## src/rtl/alu_pkg.sv

```systemverilog
// Shared opcodes, FSM state encodings and flag bit positions for the multi-cycle ALU.
// Divider support is selected by the ALU_DIV_EN macro in alu_mc and alu_muldiv_iter.
package alu_pkg;

  localparam logic [2:0] OP_OR  = 3'b000;
  localparam logic [2:0] OP_ADD = 3'b001;
  localparam logic [2:0] OP_SUB = 3'b010;
  localparam logic [2:0] OP_CMP = 3'b011;
  localparam logic [2:0] OP_AND = 3'b100;
  localparam logic [2:0] OP_XOR = 3'b101;
  localparam logic [2:0] OP_MUL = 3'b110;
  localparam logic [2:0] OP_DIV = 3'b111;

  typedef enum logic {
    ST_IDLE = 1'b0,
    ST_ITER = 1'b1
  } state_t;

  // Flag vector layout: {zero, negative, carry, div0}
  localparam int FLAG_ZERO  = 3;
  localparam int FLAG_NEG   = 2;
  localparam int FLAG_CARRY = 1;
  localparam int FLAG_DIV0  = 0;
  localparam int NUM_FLAGS  = 4;

endpackage

```

## src/rtl/alu_muldiv_iter.sv

```systemverilog
// Iterative shift-add multiplier / restoring divider sharing one 2N-bit accumulator.
// Divide steps exist only when ALU_DIV_EN is defined; otherwise is_div is ignored.
module alu_muldiv_iter
  import alu_pkg::*;
#(
  parameter  int N     = 32,
  localparam int CNT_W = $clog2(N) + 1
) (
  input  logic         clk,
  input  logic         reset,
  input  logic         start,
  input  logic         is_div,
  input  logic [N-1:0] op_a,
  input  logic [N-1:0] op_b,
  output logic         busy,
  output logic         last,
  output logic [N-1:0] lo,
  output logic [N-1:0] hi
);

  logic [N-1:0]     acc_lo_q;
  logic [N-1:0]     acc_hi_q;
  logic [N-1:0]     opnd_q;
  logic [CNT_W-1:0] cnt_q;
  logic [N:0]       sum;
  logic [N-1:0]     nxt_lo;
  logic [N-1:0]     nxt_hi;

`ifdef ALU_DIV_EN
  logic       div_q;
  logic [N:0] shifted;
`else
  logic unused_div;
  assign unused_div = is_div;
`endif

  assign busy = (cnt_q != '0);
  assign last = (cnt_q == CNT_W'(1));
  // lo/hi present the post-step value so the top can capture it on the final edge
  assign lo   = nxt_lo;
  assign hi   = nxt_hi;

  always_comb begin
    sum    = '0;
    nxt_lo = acc_lo_q;
    nxt_hi = acc_hi_q;
`ifdef ALU_DIV_EN
    shifted = {acc_hi_q, acc_lo_q[N-1]};
    if (div_q) begin
      sum = shifted - {1'b0, opnd_q};
      if (shifted >= {1'b0, opnd_q}) begin
        nxt_hi = sum[N-1:0];
        nxt_lo = {acc_lo_q[N-2:0], 1'b1};
      end else begin
        nxt_hi = shifted[N-1:0];
        nxt_lo = {acc_lo_q[N-2:0], 1'b0};
      end
    end else begin
`endif
      sum = acc_lo_q[0] ? ({1'b0, acc_hi_q} + {1'b0, opnd_q}) : {1'b0, acc_hi_q};
      {nxt_hi, nxt_lo} = {sum, acc_lo_q[N-1:1]};
`ifdef ALU_DIV_EN
    end
`endif
  end

  always_ff @(posedge clk) begin
    if (reset) begin
      acc_lo_q <= '0;
      acc_hi_q <= '0;
      opnd_q   <= '0;
      cnt_q    <= '0;
`ifdef ALU_DIV_EN
      div_q    <= 1'b0;
`endif
    end else if (start) begin
      cnt_q    <= CNT_W'(N);
      acc_hi_q <= '0;
`ifdef ALU_DIV_EN
      div_q    <= is_div;
      acc_lo_q <= is_div ? op_a : op_b;
      opnd_q   <= is_div ? op_b : op_a;
`else
      acc_lo_q <= op_b;
      opnd_q   <= op_a;
`endif
    end else if (busy) begin
      cnt_q    <= cnt_q - CNT_W'(1);
      acc_lo_q <= nxt_lo;
      acc_hi_q <= nxt_hi;
    end
  end

endmodule

```

## src/rtl/alu_mc.sv

```systemverilog
// Multi-cycle ALU: valid/ready issue, single-cycle logic/arith ops, iterative MUL/DIV.
// Define ALU_DIV_EN to build the divider; without it opcode 111 reports an illegal op.
//
// state   | meaning
// ST_IDLE | ready; simple ops complete here at one op per cycle
// ST_ITER | MUL/DIV stepping, one step per clock, requests ignored
module alu_mc
  import alu_pkg::*;
#(
  parameter  int N     = 32,
  localparam int CNT_W = $clog2(N) + 1
) (
  input  logic         clk,
  input  logic         reset,
  input  logic         in_valid,
  output logic         in_ready,
  input  logic [2:0]   alu_op,
  input  logic [N-1:0] input_1,
  input  logic [N-1:0] input_2,
  output logic [N-1:0] output_0,
  output logic [N-1:0] output_hi,
  output logic         done,
  output logic         zero_flag,
  output logic         negative_flag,
  output logic         carry_flag,
  output logic         div0_flag
);

  state_t               state_q, state_d;
  logic [N-1:0]         res_lo_q, res_lo_d;
  logic [N-1:0]         res_hi_q, res_hi_d;
  logic [NUM_FLAGS-1:0] flags_q, flags_d;
  logic                 done_q, done_d;
  logic                 start_iter;
  logic                 accept;
  logic [N:0]           sum;
  logic                 iter_busy;
  logic                 iter_last;
  logic [N-1:0]         iter_lo;
  logic [N-1:0]         iter_hi;

  assign in_ready      = (state_q == ST_IDLE);
  assign accept        = in_valid & in_ready;
  assign output_0      = res_lo_q;
  assign output_hi     = res_hi_q;
  assign done          = done_q;
  assign zero_flag     = flags_q[FLAG_ZERO];
  assign negative_flag = flags_q[FLAG_NEG];
  assign carry_flag    = flags_q[FLAG_CARRY];
  assign div0_flag     = flags_q[FLAG_DIV0];

  alu_muldiv_iter #(.N(N)) u_iter (
    .clk    (clk),
    .reset  (reset),
    .start  (start_iter),
    .is_div (alu_op == OP_DIV),
    .op_a   (input_1),
    .op_b   (input_2),
    .busy   (iter_busy),
    .last   (iter_last),
    .lo     (iter_lo),
    .hi     (iter_hi)
  );

  always_comb begin
    state_d    = state_q;
    res_lo_d   = res_lo_q;
    res_hi_d   = res_hi_q;
    flags_d    = flags_q;
    done_d     = 1'b0;
    start_iter = 1'b0;
    sum        = '0;
    unique case (state_q)
      ST_IDLE: begin
        if (accept) begin
          done_d   = 1'b1;
          res_hi_d = '0;
          flags_d  = '0;
          unique case (alu_op)
            OP_OR:  res_lo_d = input_1 | input_2;
            OP_ADD: begin
              sum                 = {1'b0, input_1} + {1'b0, input_2};
              res_lo_d            = sum[N-1:0];
              flags_d[FLAG_CARRY] = sum[N];
            end
            OP_SUB: begin
              sum                 = {1'b0, input_1} - {1'b0, input_2};
              res_lo_d            = sum[N-1:0];
              flags_d[FLAG_CARRY] = sum[N];
            end
            // 0 / all-ones / 1 encoding makes the generic zero/negative flags equal eq/lt
            OP_CMP: res_lo_d = (input_1 == input_2) ? '0 :
                               (input_1 <  input_2) ? '1 : N'(1);
            OP_AND: res_lo_d = input_1 & input_2;
            OP_XOR: res_lo_d = input_1 ^ input_2;
            OP_MUL: begin
              done_d     = 1'b0;
              res_hi_d   = res_hi_q;
              flags_d    = flags_q;
              start_iter = 1'b1;
              state_d    = ST_ITER;
            end
            OP_DIV: begin
`ifdef ALU_DIV_EN
              if (input_2 == '0) begin
                res_lo_d           = '1;
                res_hi_d           = input_1;
                flags_d[FLAG_DIV0] = 1'b1;
              end else begin
                done_d     = 1'b0;
                res_hi_d   = res_hi_q;
                flags_d    = flags_q;
                start_iter = 1'b1;
                state_d    = ST_ITER;
              end
`else
              res_lo_d           = '0;
              flags_d[FLAG_DIV0] = 1'b1;
`endif
            end
            default: ;
          endcase
        end
      end
      ST_ITER: begin
        if (iter_busy && iter_last) begin
          done_d   = 1'b1;
          res_lo_d = iter_lo;
          res_hi_d = iter_hi;
          flags_d  = '0;
          state_d  = ST_IDLE;
        end
      end
      default: state_d = ST_IDLE;
    endcase
    if (done_d) begin
      flags_d[FLAG_ZERO] = (res_lo_d == '0);
      flags_d[FLAG_NEG]  = res_lo_d[N-1];
    end
  end

  always_ff @(posedge clk) begin
    if (reset) begin
      state_q  <= ST_IDLE;
      res_lo_q <= '0;
      res_hi_q <= '0;
      flags_q  <= '0;
      done_q   <= 1'b0;
    end else begin
      state_q  <= state_d;
      res_lo_q <= res_lo_d;
      res_hi_q <= res_hi_d;
      flags_q  <= flags_d;
      done_q   <= done_d;
    end
  end

endmodule

```

## config.mk

```make
export PLATFORM = sky130hd
export DESIGN_NAME = alu_mc
export DESIGN_NICKNAME = d
export VERILOG_FILES = /design/src/rtl/alu_pkg.sv /design/src/rtl/alu_muldiv_iter.sv /design/src/rtl/alu_mc.sv
export SDC_FILE = /design/constraint.sdc
export NUM_CORES = 1
export LEC_CHECK = 0
export ABC_AREA = 1
export CAP_MARGIN = 20
export CELL_PAD_IN_SITES_DETAIL_PLACEMENT = 0
export CELL_PAD_IN_SITES_GLOBAL_PLACEMENT = 1
export CORE_UTILIZATION = 35
export DETAILED_ROUTE_END_ITERATION = 7
export PLACE_DENSITY = 0.85
export SYNTH_ARGS = -nofsm -noshare
export SYNTH_HDL_FRONTEND = slang
export SYNTH_SLANG_ARGS = --single-unit
export TNS_END_PERCENT = 30
```

## constraint.sdc

```tcl
create_clock -name clk -period 2.32 [get_ports clk]
set_input_delay 0.232 -clock clk [delete_from_list [all_inputs] [get_ports clk]]
set_output_delay 0.232 -clock clk [all_outputs]
set_load 0.03 [all_outputs]
```

* After elaboration in Yosys (flattened, before gate mapping)
Cells that the tools add are included.
** Storage, ports and cells
- Register bits :: 172
- Input port bits :: 70
- Logic and storage cells :: 75
** Cells by class
- Add/subtract/negate cells :: 4
- Order comparisons :: 1
- Eq/ne operators :: 15
- Mux-type cells :: 31
- Bitwise gates (word level) :: 5
- Reductions and logical operators :: 8
** Operator list (number)
- 32-bit two-way mux :: 9
- 32-bit case mux with 7 select lines :: 1
- 32-bit case mux with 2 select lines :: 2
- 32-bit by 32-bit adder with 33-bit output :: 2
- 33-bit two-way mux :: 1
- 32-bit by 32-bit subtractor with 33-bit output :: 1
- 32-bit AND :: 1
- 32-bit == test :: 1
- 32-bit zero test :: 1
- 32-bit < comparator :: 1
- 32-bit OR :: 1
- 32-bit XOR :: 1
- 3-bit == test, second input constant :: 4
- 6-bit two-way mux :: 2
- 4-bit two-way mux :: 2
- 4-bit case mux with 2 select lines :: 1
- 1-bit two-way mux :: 7
- 3-bit by 2-bit == test with 1-bit output, second input constant :: 2
- 6-bit by 1-bit == test with 1-bit output, second input constant :: 1
- 3-bit by 1-bit != test with 1-bit output, second input constant :: 2
- 1-bit case mux with 2 select lines :: 3
- 3-bit AND reduction :: 2
- 6-bit nonzero test :: 1
- 6-bit by 1-bit subtractor with 6-bit output, second input constant :: 1
- 12 further kinds :: 14

* Longest topological paths before layout
Gate-level depths: netlist of the first run.
- Depth in word-level cells :: 8
- Depth in mapped cells :: 25
- Depth with buffers taken out :: 23

* Modules after synthesis
Synthesis of the first run repeated with hierarchy kept, for this count alone.
** Second synthesis, totals
- Cells, all modules :: 2881
- Area total of the unflattened synthesis :: 16737.3 µm²
** By module, submodules not included
- alu_mc :: times used 1, cells an instance 1725, area each 9758.1 µm², seq. area each 1401.3 µm²
- alu_muldiv_iter :: times used 1, cells an instance 1156, area each 6979.2 µm², seq. area each 2042.0 µm²

* Worst setup path after synthesis of the first run
No wires, ideal clock.
- Kind :: register to register
- Start :: register u_iter.opnd_q[0]
- End :: register u_iter.acc_hi_q[29]
- Data arrival time :: 2.384 ns
- Required time :: 2.205 ns
- Slack :: -0.180 ns
- Cell stages (with the launch flop) :: 14
- Path buffers :: 0
- Cells stage by stage :: dfxtp_1 > ha_1 > fa_1 > nand3_1 > nand3_1 > a21oi_1 > o21ai_0 > a21boi_1 > o21ai_0 > or2_2 > nand3_1 > o21ai_0 > o21ai_0 > inv_1
** Between the ends
- Word-level cells in the longest chain between the ends :: 2
** RTL lines
- start, declared :: RTL line alu_muldiv_iter.sv:23 : logic [N-1:0] opnd_q;
- start signal, assigned :: RTL line alu_muldiv_iter.sv:85 : opnd_q <= op_a;
- 32-bit by 32-bit adder with 33-bit output :: RTL line alu_muldiv_iter.sv:60 : sum = acc_lo_q[0] ? ({1'b0, acc_hi_q} + {1'b0, opnd_q}) : {1'b0, acc_hi_q};
- 33-bit two-way mux :: RTL line alu_muldiv_iter.sv:60
- end signal, assigned :: RTL line alu_muldiv_iter.sv:90 : acc_hi_q <= nxt_hi;
- end, declared :: RTL line alu_muldiv_iter.sv:22 : logic [N-1:0] acc_hi_q;
No other way between the ends.
A chain may end at the register's enable or synchronous reset.

* Worst setup path after layout of the first run
- Start :: input input_1[9]
- End :: register flags_q[3]
** Between the ends
- Word-level cells in the longest chain between the ends :: 8
- Elaborated cells between the ends (all ways) :: 14
** RTL lines
- start, declared :: RTL line alu_mc.sv:18 : input logic [N-1:0] input_1,
- 32-bit < comparator :: RTL line alu_mc.sv:93 : (input_1 < input_2) ? '1 : N'(1);
- 32-bit two-way mux :: RTL line alu_mc.sv:93
- 32-bit two-way mux :: RTL line alu_mc.sv:92 : OP_CMP: res_lo_d = (input_1 == input_2) ? '0 :
- 32-bit case mux with 7 select lines (*) :: RTL line alu_mc.sv:79 : unique case (alu_op)
- 32-bit two-way mux (*) :: RTL line alu_mc.sv:75 : if (accept) begin
- 32-bit case mux with 2 select lines (*) :: RTL line alu_mc.sv:73 : unique case (state_q)
- 32-bit zero test (*) :: RTL line alu_mc.sv:137 : flags_d[FLAG_ZERO] = (res_lo_d == '0);
- 2-bit two-way mux (*) :: RTL line alu_mc.sv:136 : if (done_d) begin
- end signal, assigned :: RTL line alu_mc.sv:153 : flags_q <= flags_d;
- end, declared :: RTL line alu_mc.sv:32 : logic [NUM_FLAGS-1:0] flags_q, flags_d;
Every way passes the cells marked *; elsewhere a longest branch is shown, timed or not.

==> key figures, run 1 <==
Setup path
  – Crit path arrival time: 2.90 ns
  – Reg2reg start: u_iter.opnd_q[0]
  – Critical Path, Cell by Cell: clkdlybuf4s15_1 -> inv_2 -> ha_4 -> nor2_2 -> nand2_2 -> inv_4 -> nand2_2 -> nor2_4 -> nand2_2 -> nand3_2 -> nor2_4 -> nand2_8 -> nand2_4 -> buf_4 -> o21ai_2 -> nand3_1 -> nor2_1 -> nand3_1 -> nor2_2 -> nand3_1 -> a21oi_1
  – R2R cell count: 15
  – Worst setup SP type: input port
  – Reg2Reg Setup Slack: -0.12 ns
  – Worst R2R End: u_iter.acc_hi_q[27]
  – CP max stage delay: 0.29 ns
  – Setup CP Type: input port to flip-flop
  – CP bufs+invs: 4
  – Critical path required time: 2.71 ns
  – CP Max Fanout: 7
  – Crit path max-delay family: simple AND/OR/NAND/NOR gates
  – Crit-path slowest cell: ha_4
  – CP endpoint kind: flip-flop

Place
  – RD Place Congestion: 1.030
  – DP Area: 0.02159 sq mm
  – IO Port Bufs: 139
  – Dpl hpwl: 58.68 mm

Yosys
  – Post-Syn Nets: 2,771
  – Mapped Area: 0.01541 sq mm
  – Yosys Warn Count: 0
  – Post-synth EDFFs: 0
  – Yosys cell types: 49
  – Asr flop ratio synth: 0%
  – Most used DFF post-synth: dfxtp_1
  – Syn Inst Count: 2,561
  – Synthesis-stage register bit count: 172
  – Register area share after synthesis: 22.34%
  – Synth Area per Inst: 6.019 sq um

Routing
  – # DRC: 0
  – Routed length per placed instance: 18.96 um
  – Vias per cell: 5.080
  – Vias: 19.63k
  – Post-DRT Antenna Nets: 0
  – Total wire length: 73.28 mm
  – Starting DRT DRC Count: 1,275
  – DR pass1 iterations: 6

Floorplan
  – I/O pins: 140
  – Die Span X: 211.9 um
  – Chip height: 211.9 um
  – Core area: 0.04327 sq mm
  – Cell row count: 76
  – Die ar.: 0.04488 sq mm
  – Starting Density: 35.63%

GRT
  – Tot GR Track Use: 32.14%
  – Initial antenna violation count: 0
  – Pin count of the biggest net entering global routing: 61
  – Grt total ovfl: 0
  – Global-route wire length before repair: 108.8 mm
  – Vias in the first global route: 19.14k

Layout
  – Most frequent cells in the layout: buf_4, nand2_1, inv_1
  – Nets: 3,476
  – Share of layout cells above drive strength 1: 36.20%
  – Design area: 0.02463 sq mm
  – Filler Cell Count: 4,276
  – Antenna diodes: 0
  – Commonest non-fill, non-tap cell in the layout: buf_4
  – Area growth syn-to-layout: 59.79%

Clock network
  – CTS tree: done
  – CTS max path bufs: 2
  – TritonCTS Buffers: 17
  – CTS Root Buffer Type: clkbuf_16
  – Number of H-tree levels: 4
  – Worst skew pair latency: 0.46 ns
  – Cts hold-fix bufs: 0
  – Clk sinks: 172
  – Worst-path clk slew: 0.07 ns

Status
  – Failing checks: negative setup slack
  – Outcome: complete, but fails checks

Worst hold path
  – Worst Hold Depth: 4
  – Hold Path Class: input port to flip-flop
  – Hold EP: u_iter.opnd_q[29]
  – Start point of the worst hold path: input_1[29]

Timing
  – Fmax: 0.3982 GHz
  – Min Tclk post-route: 2.512 ns
  – Clk_skew: 0.01101 ns
  – Slew @ Worst Pin: 0.5602 ns
  – Endpoints failing hold: 0
  – Setup violators final: 15
  – Final cycle utilization of the critical path: 108.3%
  – RSZ-0062 raised after global routing: true
  – Fin worst setup slack: -0.1915 ns
  – Fin. max-slew vios: 0
  – Max_slew headroom: 62.66%
  – Hold_ws: 0.1733 ns

Pwr
  – Leak pwr: 11.97 nW
  – Power Density: 538.8 mW/mm^2
  – Max VDD drop: 516.4 uV

Flow run
  – Max_cap viols: 0
worst reg2reg max path, cell delays in order (launching register included):
cell and delay [ns]:
dfxtp_2 0.34, ha_4 0.16, fa_2 0.37, nand3_2 0.09, nand3_4 0.08, a21oi_4 0.22
o21bai_4 0.12, nand3_2 0.11, nand3_4 0.08, nand2_1 0.07, o211ai_1 0.12, or2_4 0.25
nand3_2 0.07, o21ai_2 0.07, o21ai_1 0.14, inv_1 0.05
cells by family after synthesis:
family	after synthesis	synth area share (%)
AND/OR/NAND/NOR	1225	33.48
flip-flops	172	22.34
buffers and inverters	485	12.41
AO/OA/AOI/OAI	521	19.24
adder cells (fa/ha/maj)	140	11.51
XOR/XNOR	18	1.023
metal layers:
layer | GRT usage (%) | share of wire [%]
met1 | 39.80 | 43
met2 | 52.85 | 46
met3 | 3.887 | 4.5
met4 | 20.29 | 6.7
met5 | 0 | 0
synthesized netlist by cell type (all sizes together) (7+ instances only):
master	number	share of area (%)
o22ai	25	1.0
xnor2	9	0.51
ha	137	11
xor2	9	0.51
a21oi	223	7.2
a22oi	23	1.1
dfxtp	172	22
a31oi	14	0.57
clkinv	7	0.18
o21ai	154	5.1
clkbuf	60	1.5
nor3	22	0.78
o211ai	21	1.0
or2	16	0.65
inv	374	9.1
nor2	230	6.2
nand3	228	7.5
o21bai	17	0.83
o221ai	21	1.2
buf	44	1.7
nand4	16	0.65
nand2	700	17
state kept, by name, summed over array words and instances, names as in the netlist:
name	flops
done	1
flags_q	4
output_0	32
output_hi	32
state_q	1
u_iter.acc_hi_q	32
u_iter.acc_lo_q	32
u_iter.cnt_q	6
u_iter.opnd_q	32
per-stage QoR:
stage | total power [mW] | TNS [ns] | utilization [%] | setup slack (ns) | std cells
2_1_floorplan | 6.670 | -0.004088 | - | -0.004088 | 2561
3_3_place_gp | 9.450 | -33.50 | 49.89 | -1.298 | 3762
3_5_place_dp | 9.545 | -33.91 | 49.89 | -1.326 | 3762
4_1_cts | 12.79 | -1.451 | 54.41 | -0.2073 | 3838
5_1_grt | 14.05 | -4.789 | 56.93 | -0.3095 | 3864
6_report | 13.27 | -0.9856 | 56.93 | -0.1915 | 3864
worst max-delay path by stage:
stage                             from  slack (ns)  cells after the start                   to
floorplan           u_iter.acc_hi_q[0]      -0.004                     13  u_iter.acc_hi_q[19]
global placement            input_1[6]       -1.30                     22           flags_q[3]
detailed placement         input_2[13]       -1.33                     22           flags_q[3]
CTS                         input_2[2]       -0.21                     24           flags_q[3]
global route                input_1[5]       -0.31                     23           flags_q[3]
finish                      input_1[9]       -0.19                     21           flags_q[3]
power by group:
| group | internal (mW) | switching, mW | leakage (nW) |
|---|---|---|---|
| Clock | 1.51 | 1.34 | 0.274 |
| Combinational | 2.93 | 3.90 | 10.3 |
| Sequential | 3.29 | 0.297 | 1.41 |
repair_timing:
| item | 4_1_cts | 5_1_grt |
|---|---|---|
| resized for setup | 413 | 279 |
| buffers inserted | 43 | 25 |
| endpoints found under the setup margin | 74 | 64 |
| gates cloned | 1 | 1 |
| pin swaps | 80 | 91 |
final cells by class:
type / instances / area (sq um) / share of cell area, %
clock buffers: 20 / 436.7 / 1.773
clock inverters: 12 / 130.1 / 0.5283
inverters: 381 / 1451 / 5.893
multi-input cells: 1905 / 12070 / 49.00
flip-flops and latches: 172 / 3467 / 14.08
well taps: 585 / 732.0 / 2.972
repair buffers: 789 / 6345 / 25.76
Note: power is estimated with default switching activity, not from simulation.
==> inputs of run 2 (changes only) <==
--- a/config.mk
+++ b/config.mk
@@ -9,9 +9,11 @@
 export CAP_MARGIN = 20
 export CELL_PAD_IN_SITES_DETAIL_PLACEMENT = 0
 export CELL_PAD_IN_SITES_GLOBAL_PLACEMENT = 1
-export CORE_UTILIZATION = 35
+export CORE_MARGIN = 4
+export CORE_UTILIZATION = 30
 export DETAILED_ROUTE_END_ITERATION = 7
-export PLACE_DENSITY = 0.85
+export PLACE_DENSITY = 0.76
+export SLEW_MARGIN = 20
 export SYNTH_ARGS = -nofsm -noshare
 export SYNTH_HDL_FRONTEND = slang
 export SYNTH_SLANG_ARGS = --single-unit
==> run 2 against run 1 <==
Against the previous run:
- the flow still finishes with violations (negative setup slack)
- clock skew down 0.0010 ns
- sequential share of layout area shrank 0.17 points
- clock power shrank 5%
- worst hold slack better by 0.039 ns
- power decreased by 0.19%
- flip-flop and latch count stayed put
- critical endpoint is now u_iter.acc_hi_q[29]
- largest power group unchanged
- highest routed layer unchanged
==> key figures, run 2 (same netlist as run 1, synthesis figures left out) <==
Clock network
  – Clk sinks: 172 (unchanged)
  – TritonCTS Buffers: 17 (unchanged)
  – CTS Root Buffer Type: clkbuf_16 (unchanged)
  – Number of H-tree levels: 4 (unchanged)
  – CTS tree: done (unchanged)
  – Worst-path clk slew: 0.07 ns (about the same)
  – Cts hold-fix bufs: 0 (unchanged)
  – Worst skew pair latency: 0.45 ns (was 0.46 ns)
  – CTS max path bufs: 2 (unchanged)

Layout
  – Share of layout cells above drive strength 1: 38.55% (was 36.20%)
  – Antenna diodes: 0 (unchanged)
  – Area growth syn-to-layout: 62.18% (was 59.79%)
  – Fin cells: 3,956 (was 3,864)
  – Most frequent cells in the layout: buf_4, nand2_1, inv_1 (unchanged)
  – Nets: 3,481 (was 3,476)
  – Commonest non-fill, non-tap cell in the layout: buf_4 (unchanged)

Status
  – Outcome: complete, but fails checks (unchanged)
  – Failing checks: negative setup slack (unchanged)

Floorplan
  – Die ar.: 0.05507 sq mm (was 0.04488 sq mm)
  – I/O pins: 140 (unchanged)
  – Chip height: 234.7 um (was 211.9 um)
  – Cell row count: 82 (was 76)
  – Starting Density: 30.54% (was 35.63%)
  – Die Span X: 234.7 um (was 211.9 um)
  – Core area: 0.05048 sq mm (was 0.04327 sq mm)

Setup path
  – Worst setup SP type: flip-flop (was input port)
  – CP endpoint kind: flip-flop (unchanged)
  – Crit-path slowest cell: fa_2 (was ha_4)
  – Setup CP Type: flip-flop to flip-flop (was input port to flip-flop)
  – CP max stage delay: 0.35 ns (was 0.29 ns)
  – Reg2Reg Setup Slack: -0.18 ns (was -0.12 ns)
  – Crit path arrival time: 2.84 ns (was 2.90 ns)
  – CP dominant cell by count: o21ai_2
  – Critical path required time: 2.66 ns (was 2.71 ns)
  – Critical Path, Cell by Cell: ha_4 -> fa_2 -> nand3_2 -> nand3_4 -> a21oi_4 -> o21ai_2 -> a21boi_2 -> buf_4 -> o21ai_2 -> or2_4 -> nand3_2 -> o21ai_2 -> o21ai_1 -> inv_1 (was clkdlybuf4s15_1 -> inv_2 -> ha_4 -> nor2_2 -> nand2_2 -> inv_4 -> nand2_2 -> nor2_4 -> nand2_2 -> nand3_2 -> nor2_4 -> nand2_8 -> nand2_4 -> buf_4 -> o21ai_2 -> nand3_1 -> nor2_1 -> nand3_1 -> nor2_2 -> nand3_1 -> a21oi_1)
  – CP Max Fanout: 3 (was 7)

GRT
  – Vias in the first global route: 19.23k (was 19.14k)
  – Tot GR Track Use: 25.55% (was 32.14%)
  – Grt total ovfl: 0 (unchanged)
  – Global-route wire length before repair: 111.1 mm (was 108.8 mm)
  – Pin count of the biggest net entering global routing: 61 (unchanged)
  – Initial antenna violation count: 0 (unchanged)

Place
  – RD Place Congestion: 1.004 (was 1.030)
  – IO Port Bufs: 139 (unchanged)
  – Dpl hpwl: 60.79 mm (was 58.68 mm)
  – # placed instances: 3,864 (was 3,762)
  – Post-place setup slack: -1.282 ns (was -1.326 ns)

Timing
  – Clk_skew: 0.009968 ns (was 0.01101 ns)
  – Max_slew headroom: 60.25% (was 62.66%)
  – Min Tclk post-route: 2.498 ns (was 2.512 ns)
  – Hold_ws: 0.2120 ns (was 0.1733 ns)
  – Fmax: 0.4002 GHz (was 0.3982 GHz)
  – Slew @ Worst Pin: 0.5963 ns (was 0.5602 ns)
  – Setup TNS: -1.641 ns (was -0.9856 ns)
  – Fin. max-slew vios: 0 (unchanged)
  – Fin worst setup slack: -0.1785 ns (was -0.1915 ns)
  – Setup violators final: 16 (was 15)
  – Final cycle utilization of the critical path: 107.7% (was 108.3%)
  – RSZ-0062 raised after global routing: true (unchanged)
  – Endpoints failing hold: 0 (unchanged)

Routing
  – Total wire length: 75.01 mm (was 73.28 mm)
  – Post-DRT Antenna Nets: 0 (unchanged)
  – Vias: 19.79k (was 19.63k)
  – DR pass1 iterations: 6 (unchanged)
  – Routed length per placed instance: 18.96 um (about the same)
  – Starting DRT DRC Count: 1,444 (was 1,275)
  – # DRC: 0 (unchanged)
  – Vias per cell: 5.003 (was 5.080)

Pwr
  – Sequential Power Share: 27.2% (was 27.0%)
  – Combinational power share: 52.3% (was 51.5%)
  – Leak pwr: 12.08 nW (was 11.97 nW)
  – Max VDD drop: 530.2 uV (was 516.4 uV)
  – Clk pwr share: 20.5% (was 21.5%)
  – Power Density: 529.9 mW/mm^2 (was 538.8 mW/mm^2)
  – Tot Pwr: 13.25 mW (was 13.27 mW)
  – Internal power: 7.653 mW (was 7.730 mW)
  – Psw: 5.593 mW (was 5.542 mW)
  – Switching part of the total: 42.22% (was 41.76%)

Flow run
  – Max_cap viols: 0 (unchanged)

Worst hold path
  – Hold Path Class: input port to flip-flop (unchanged)
## run 2: cell types whose count changed in the layout (fill, tap and decap cells not counted), sizes merged, moves of 3 or more
cell           previous run  this run
clkinvlp                  1         5
clkbuf                   38        43
buf                     653       656
dlygate4sd2              26        31
clkdlybuf4s15            18        10
clkinv                   11         8
## run 2: metal layers
metal  wire (um)  track usage [%]  vias up
met4        4087            11.92        0
met2       34590            42.67      570
li1            -                -     9750
met3        3109            2.404      124
met1       33220            33.36     9348
met5           0                0        -
## run 2: per-stage QoR
| step | cell area, sq um | utilization, % |
|---|---|---|
| 6_report | 25000 | 49.52 |
| 5_1_grt | 25000 | 49.52 |
| 4_1_cts | 23450 | 46.45 |
| 3_5_place_dp | 21790 | 43.18 |
| 3_3_place_gp | 21790 | 43.18 |
| 2_1_floorplan | 15450 | - |
## run 2: cell type report
type	instances	area (sq um)
Clock buffer	19	432.9
Clock inverter	13	108.9
Timing Repair Buffer	795	6352
Inverter	381	1443
Fill cell	5191	25480
Multi-Input combinational cell	1904	12350
Tap cell	672	840.8
Sequential cell	172	3476
## run 2: worst max-delay path, delay by kind of cell (launching register included)
family | cells | cell delay [ns]
AO/OA/AOI/OAI | 6 | 0.84
adder cells (fa/ha/maj) | 2 | 0.51
AND/OR/NAND/NOR | 4 | 0.48
flip-flops | 1 | 0.34
buffers and inverters | 2 | 0.22
## run 2: power groups by stage
stage               combinational [mW]  sequential (mW)  clock [mW]
floorplan                         3.04             3.63           0
global placement                  5.92             3.60           0
finish                            6.92             3.61        2.72
CTS                               6.34             3.55        2.79
detailed placement                6.00             3.61           0
global route                      7.55             3.63        2.92
## run 2: path summary, 6_finish.rpt
path,startpoint,to,depth (start not counted)
hold / removal,input_1[4],u_iter.opnd_q[4],4
setup / recovery,u_iter.opnd_q[0],u_iter.acc_hi_q[29],14
hold reg to reg,output_hi[20],output_hi[20],2
setup reg to reg,u_iter.opnd_q[0],u_iter.acc_hi_q[29],14
## run 2: timing repair
item | CTS | global route
gates cloned | 0 | 1
buffers inserted | 22 | 38
endpoints found under the setup margin | 72 | 61
resized for setup | 368 | 397
pin swaps | 64 | 146
